File: src/rtl/regfile_pkg.sv
// regfile_pkg: shared state type, default sizes and address-width helper
// for the JAMIA multi-port integer register file.
package regfile_pkg;

    typedef enum logic {
        RF_INIT = 1'b0,
        RF_RUN  = 1'b1
    } rf_state_e;

    localparam int RF_XLEN  = 32;
    localparam int RF_NREGS = 32;

    function automatic int rf_aw(input int nregs);
        return (nregs > 1) ? $clog2(nregs) : 1;
    endfunction

endpackage

File: src/rtl/regfile_scoreboard.sv
// regfile_scoreboard: per-register busy bits. Writes clear, a reservation sets
// (and wins over a same-cycle write), clear_req wipes the whole vector.
module regfile_scoreboard
    import regfile_pkg::*;
#(
    parameter  int NREGS = RF_NREGS,
    parameter  int NWR   = 1,
    localparam int AW    = rf_aw(NREGS)
) (
    input  logic              clk_in,
    input  logic              rst_n_in,
    input  logic              i_clear,
    input  logic              i_rsv_en,
    input  logic [AW-1:0]     i_rsv_addr,
    input  logic [NWR-1:0]    i_wr_en,
    input  logic [NWR*AW-1:0] i_wr_addr,
    output logic [NREGS-1:0]  o_busy
);

    logic [NREGS-1:0] r_busy;
    logic [NREGS-1:0] w_busy_nxt;

    // NOTE: default assignment first so every path drives w_busy_nxt (no latch).
    always_comb begin
        w_busy_nxt = r_busy;
        for (int p = 0; p < NWR; p++) begin
            if (i_wr_en[p]) w_busy_nxt[i_wr_addr[p*AW +: AW]] = 1'b0;
        end
        if (i_rsv_en) w_busy_nxt[i_rsv_addr] = 1'b1;
        w_busy_nxt[0] = 1'b0;
    end

    // NOTE: sequential state is updated with non-blocking assignments only.
    always_ff @(posedge clk_in or negedge rst_n_in) begin
        if (!rst_n_in)    r_busy <= '0;
        else if (i_clear) r_busy <= '0;
        else              r_busy <= w_busy_nxt;
    end

    assign o_busy = r_busy;

endmodule

File: src/rtl/regfile_mp.sv
// regfile_mp: NRD-read / NWR-write register file with busy scoreboard and a
// post-reset clearing sweep. Define REGFILE_BYPASS_EN for write-to-read bypass.
module regfile_mp
    import regfile_pkg::*;
#(
    parameter  int XLEN  = RF_XLEN,
    parameter  int NREGS = RF_NREGS,
    parameter  int NRD   = 2,
    parameter  int NWR   = 1,
    localparam int AW    = rf_aw(NREGS)
) (
    input  logic                clk_in,
    input  logic                rst_n_in,
    input  logic                clear_req_in,
    output logic                ready_out,
    input  logic [NRD*AW-1:0]   rs_addr_in,
    output logic [NRD*XLEN-1:0] rs_data_out,
    output logic [NRD-1:0]      rs_busy_out,
    input  logic                rsv_en_in,
    input  logic [AW-1:0]       rsv_addr_in,
    input  logic [NWR-1:0]      wr_en_in,
    input  logic [NWR*AW-1:0]   wr_addr_in,
    input  logic [NWR*XLEN-1:0] wr_data_in
);

    rf_state_e        r_state;
    logic [AW-1:0]    r_ptr;
    logic [XLEN-1:0]  r_mem [NREGS];
    logic [NREGS-1:0] w_busy;
    logic             w_run;
    logic [NWR-1:0]   w_wr_en;
    logic             w_rsv_en;

    assign w_run     = (r_state == RF_RUN);
    assign ready_out = w_run;

    // Writes and reservations are only honoured in RUN, and never to x0.
    always_comb begin
        w_wr_en = '0;
        for (int p = 0; p < NWR; p++) begin
            w_wr_en[p] = w_run && wr_en_in[p] && (wr_addr_in[p*AW +: AW] != '0);
        end
    end
    assign w_rsv_en = w_run && rsv_en_in && (rsv_addr_in != '0);

    always_ff @(posedge clk_in or negedge rst_n_in) begin
        if (!rst_n_in) begin
            r_state <= RF_INIT;
            r_ptr   <= AW'(1);
        end else if (clear_req_in) begin
            r_state <= RF_INIT;
            r_ptr   <= AW'(1);
        end else if (r_state == RF_INIT) begin
            if (r_ptr == AW'(NREGS - 1)) r_state <= RF_RUN;
            else                         r_ptr   <= r_ptr + AW'(1);
        end
    end

    // NOTE: the array has no reset; the INIT sweep zeroes it one entry per cycle.
    always_ff @(posedge clk_in) begin
        if (r_state == RF_INIT) begin
            r_mem[r_ptr] <= '0;
        end else begin
            for (int p = 0; p < NWR; p++) begin
                if (w_wr_en[p]) r_mem[wr_addr_in[p*AW +: AW]] <= wr_data_in[p*XLEN +: XLEN];
            end
        end
    end

    regfile_scoreboard #(
        .NREGS (NREGS),
        .NWR   (NWR)
    ) u_scoreboard (
        .clk_in     (clk_in),
        .rst_n_in   (rst_n_in),
        .i_clear    (clear_req_in),
        .i_rsv_en   (w_rsv_en),
        .i_rsv_addr (rsv_addr_in),
        .i_wr_en    (w_wr_en),
        .i_wr_addr  (wr_addr_in),
        .o_busy     (w_busy)
    );

    for (genvar k = 0; k < NRD; k++) begin : g_rd
        logic [AW-1:0]   w_addr;
        logic [XLEN-1:0] w_data;
        logic            w_busy_rd;

        assign w_addr = rs_addr_in[k*AW +: AW];

        // Later write ports overwrite earlier matches, so the highest index wins.
        always_comb begin
            w_data    = (w_addr == '0) ? '0 : r_mem[w_addr];
            w_busy_rd = w_busy[w_addr];
`ifdef REGFILE_BYPASS_EN
            for (int p = 0; p < NWR; p++) begin
                if (w_wr_en[p] && (wr_addr_in[p*AW +: AW] == w_addr)) begin
                    w_data    = wr_data_in[p*XLEN +: XLEN];
                    w_busy_rd = w_rsv_en && (rsv_addr_in == w_addr);
                end
            end
`endif
            if (!w_run) w_busy_rd = 1'b1;
        end

        assign rs_data_out[k*XLEN +: XLEN] = w_data;
        assign rs_busy_out[k]              = w_busy_rd;
    end

endmodule

File: config.mk
export PLATFORM = sky130hd
export DESIGN_NAME = regfile_mp
export DESIGN_NICKNAME = d
export VERILOG_FILES = /design/src/rtl/regfile_pkg.sv /design/src/rtl/regfile_scoreboard.sv /design/src/rtl/regfile_mp.sv
export SDC_FILE = /design/constraint.sdc
export NUM_CORES = 1
export LEC_CHECK = 0
export BUFFER_PORTS_ARGS = -buffer_cell sky130_fd_sc_hd__buf_2
export CORE_MARGIN = 2
export CORE_UTILIZATION = 65
export CTS_BUF_LIST = sky130_fd_sc_hd__clkbuf_8
export DETAILED_ROUTE_END_ITERATION = 16
export PLACE_DENSITY = 0.82
export SYNTH_ARGS = -nofsm -noshare
export SYNTH_HDL_FRONTEND = slang
export SYNTH_SLANG_ARGS = --single-unit
File: constraint.sdc
create_clock -name clk_in -period 4.41 [get_ports clk_in]
set_input_delay 0.6615 -clock clk_in [delete_from_list [all_inputs] [get_ports clk_in]]
set_output_delay 0.6615 -clock clk_in [all_outputs]
set_load 0.05 [all_outputs]
==> flow_summary.json <==
{
  "cp.arrival_ns": 3.36,
  "portBuffers": 123,
  "hold_buffers": 1,
  "p_leak_uw": 0.0175,
  "cts_max_path_buffers": 3,
  "status": "finished clean",
  "ios": 124,
  "ctsResizeCount": 0,
  "track_usage_pct": 37.3,
  "required_ns": 3.75,
  "fp-row-count": 101,
  "grt_pass1_vias": 31530,
  "rsz0062_at_grt": "no",
  "drive_gt1_share_pct": 33.8,
  "cp_max_fo": 63,
  "hold_violations": 0,
  "skew_ns": 0.0287,
  "die_height_um": 281,
  "pre_cts_ws_ns": 0.601,
  "antenna_found_initial": 3,
  "finalNonFillerCells": 4006,
  "setup_viol": 0,
  "ys_ff_latch": 1061,
  "syn_area_per_cell_um2": 19.1,
  "timing.rr.start": "ready_out$_DFF_PN0_",
  "post-cts-setup-buffers": 0,
  "fillers": 4150,
  "powerDensity_nw_per_um2": 376,
  "ys_warn_count": 0,
  "syn_to_final_growth_pct": 11.8,
  "synthArstFlopShare_pct": 3.49,
  "ir_drop_mv": 0.293,
  "slew_headroom_pct": 12.0,
  "syn-cell-area_um2": 49900,
  "wl_met1_um": 48500,
  "fin_ws_ns": 0.384,
  "crit_type": "input port to output port",
  "grt_pass1_wl_um": 208000,
  "synth.distinct_cells": 50,
  "nNetsFinal": 2909,
  "clk_latency_ns": 0.82,
  "drtPass1Iterations": 8,
  "vias": 31084,
  "globalRouteOverflowTotal": 0,
  "seqCellArea_um2": 31700,
  "viasPerCell": 7.76,
  "hp-start": "rsv_addr_in[3]",
  "wl_met2_um": 67600,
  "dr.first_iter.drc_count": 5096,
  "synthesis.nets": 2676,
  "die_area_um2": 79100,
  "gp_congestion": 0.888,
  "timing.rr.end": "r_mem[9][28]$_DFFE_PP_",
  "min_to": "u_scoreboard.o_busy[13]$_DFF_PN0_",
  "worst_setup_path_start_kind": "input port",
  "path_clk_slew_ns": 0.07,
  "route.detailed.drc": 0,
  "endpoint_kind": "output port",
  "reg2reg_depth": 4,
  "synthFlopType": "edfxtp_1",
  "dpl.hpwl_um": 87800,
  "multiInputGateArea_um2": 17400,
  "drv_slew": 0,
  "worstMarginPinSlew_ns": 1.32,
  "dp_cells": 3712,
  "max_freq_ghz": 0.248,
  "wl_per_cell_um": 36.1,
  "cts_tree": "done",
  "synth_edf_count": 1024,
  "fin_util_pct": 73.5,
  "drt-total-wl_um": 145000,
  "drv_cap": 0,
  "dr_wl_met3_um": 20500,
  "cts_sinks": 1061,
  "regToRegSetupSlack_ns": 0.99,
  "seq_area_frac_synth_pct": 63.4,
  "whs_path_depth": 3,
  "fin_crit_ns": 4.03,
  "period_share_pct": 91.3,
  "grt_max_degree": 68,
  "highest_layer": "met5",
  "cts_buffers": 165,
  "initial_utilization_pct": 65.8,
  "die_w_um": 281,
  "postSynthCellCount": 2617,
  "clock_tree.htree_level_count": 4,
  "ant_nets": 0,
  "cts_root_buffer": "clkbuf_8",
  "core_area_um2": 75900,
  "hp-class": "input port to flop"
}
-- cells in the mapped netlist, types with 2 or more instances --
master,number,area (µm²)
edfxtp_1,1024,30700
mux4_2,462,10400
mux2i_1,259,2590
a221oi_1,130,1140
clkbuf_1,106,398
a21oi_1,87,435
o21ai_0,83,415
a221o_1,64,641
buf_2,56,280
and2_1,36,225
dfrtp_1,36,901
nor2_1,36,135
nand2_1,34,128
o21ai_1,30,150
nor2b_1,26,163
buf_6,25,282
buf_4,24,180
nor3_1,17,85.1
nand2b_1,9,56.3
buf_1,8,30.0
a31oi_1,6,37.5
inv_1,6,22.5
nand3_1,5,25.0
a32oi_1,4,35.0
and3_1,3,18.8
buf_8,3,45.0
nand4_1,3,18.8
or2_2,3,18.8
clkbuf_4,2,15.0
ha_1,2,25.0
inv_2,2,7.51
mux2_2,2,22.5
nand4b_1,2,17.5
nor4b_2,2,30.0
o22a_1,2,17.5
o311ai_0,2,17.5
o41a_1,2,22.5
xnor2_1,2,17.5
-- through the flow --
step | setup TNS (ns) | cell area, µm² | hold WS [ns] | total power (µW)
after floorplan | -5.86 | 50000 | 0.366 | 12800
after global placement | 0 | 52800 | 0.544 | 13500
after detailed placement | 0 | 52800 | 0.548 | 13500
after CTS | 0 | 55800 | 0.109 | 21000
after global routing | 0 | 55800 | 0.158 | 21500
final | 0 | 55800 | 0.142 | 21000
-- logic make-up after synthesis --
family,share of synthesized area (%)
flip-flops,63.4
multiplexers,26.1
AO/OA/AOI/OAI,5.92
buffers and inverters,2.52
AND/OR/NAND/NOR,1.94
XOR/XNOR,0.0526
adder cells (fa/ha/maj),0.0501
-- cells in the final DEF (no fill, tap or decap), types with 36 or more instances in the layout --
master and n:
edfxtp_1 1024, mux4_2 462, mux2i_1 259, clkbuf_8 170
a221oi_1 130, buf_4 127, buf_2 114, a21oi_1 87
o21ai_0 83, a221o_1 64, clkinv_1 50, inv_1 48
buf_12 44, dfrtp_1 36
-- state kept, by name, indices dropped and copies added (netlist names) --
| register | flops |
|---|---|
| u_scoreboard.o_busy | 31 |
| r_mem | 1024 |
| r_ptr | 5 |
| ready_out | 1 |
-- critical path: stages --
cell	delay, ns
buf_6	0.45
buf_12	0.45
mux4_2	0.29
mux2i_1	0.07
a221o_1	0.36
a21oi_1	0.56
buf_2	0.39
-- worst max path at each step --
| stage | start | end | slack [ns] | cells past startpoint |
|---|---|---|---|---|
| floorplan | ready_out$_DFF_PN0_ | r_mem[17][0]$_DFFE_PP_ | -0.06 | 5 |
| global placement | rs_addr_in[1] | rs_data_out[29] | 0.63 | 7 |
| global route | rs_addr_in[7] | rs_data_out[34] | 0.47 | 7 |
| CTS | rs_addr_in[7] | rs_data_out[34] | 0.60 | 7 |
| finish | rs_addr_in[7] | rs_data_out[34] | 0.38 | 7 |
| detailed placement | rs_addr_in[7] | rs_data_out[34] | 0.60 | 7 |
-- layout make-up --
type / instances / share of cell area, %
Clock buffer: 170 / 4.19
Tap cell: 1030 / 2.31
Sequential cell: 1061 / 56.8
Clock inverter: 120 / 1.15
Inverter: 8 / 0.0628
Antenna cell: 3 / 0.0135
Timing Repair Buffer: 290 / 4.42
Multi-Input combinational cell: 1324 / 31.1
-- where the power goes --
part	switching [µW]	leakage [µW]	internal [µW]
clock network	3880	0.00168	3730
registers	78.6	0.00896	11100
logic	1380	0.00690	834
-- per-layer routing --
metal	up-vias	track usage, %
met4	4	19.5
li1	11830	-
met3	543	10.8
met1	15843	49.8
met2	2864	56.6
met5	-	0
(Power assumes the default switching activity.)
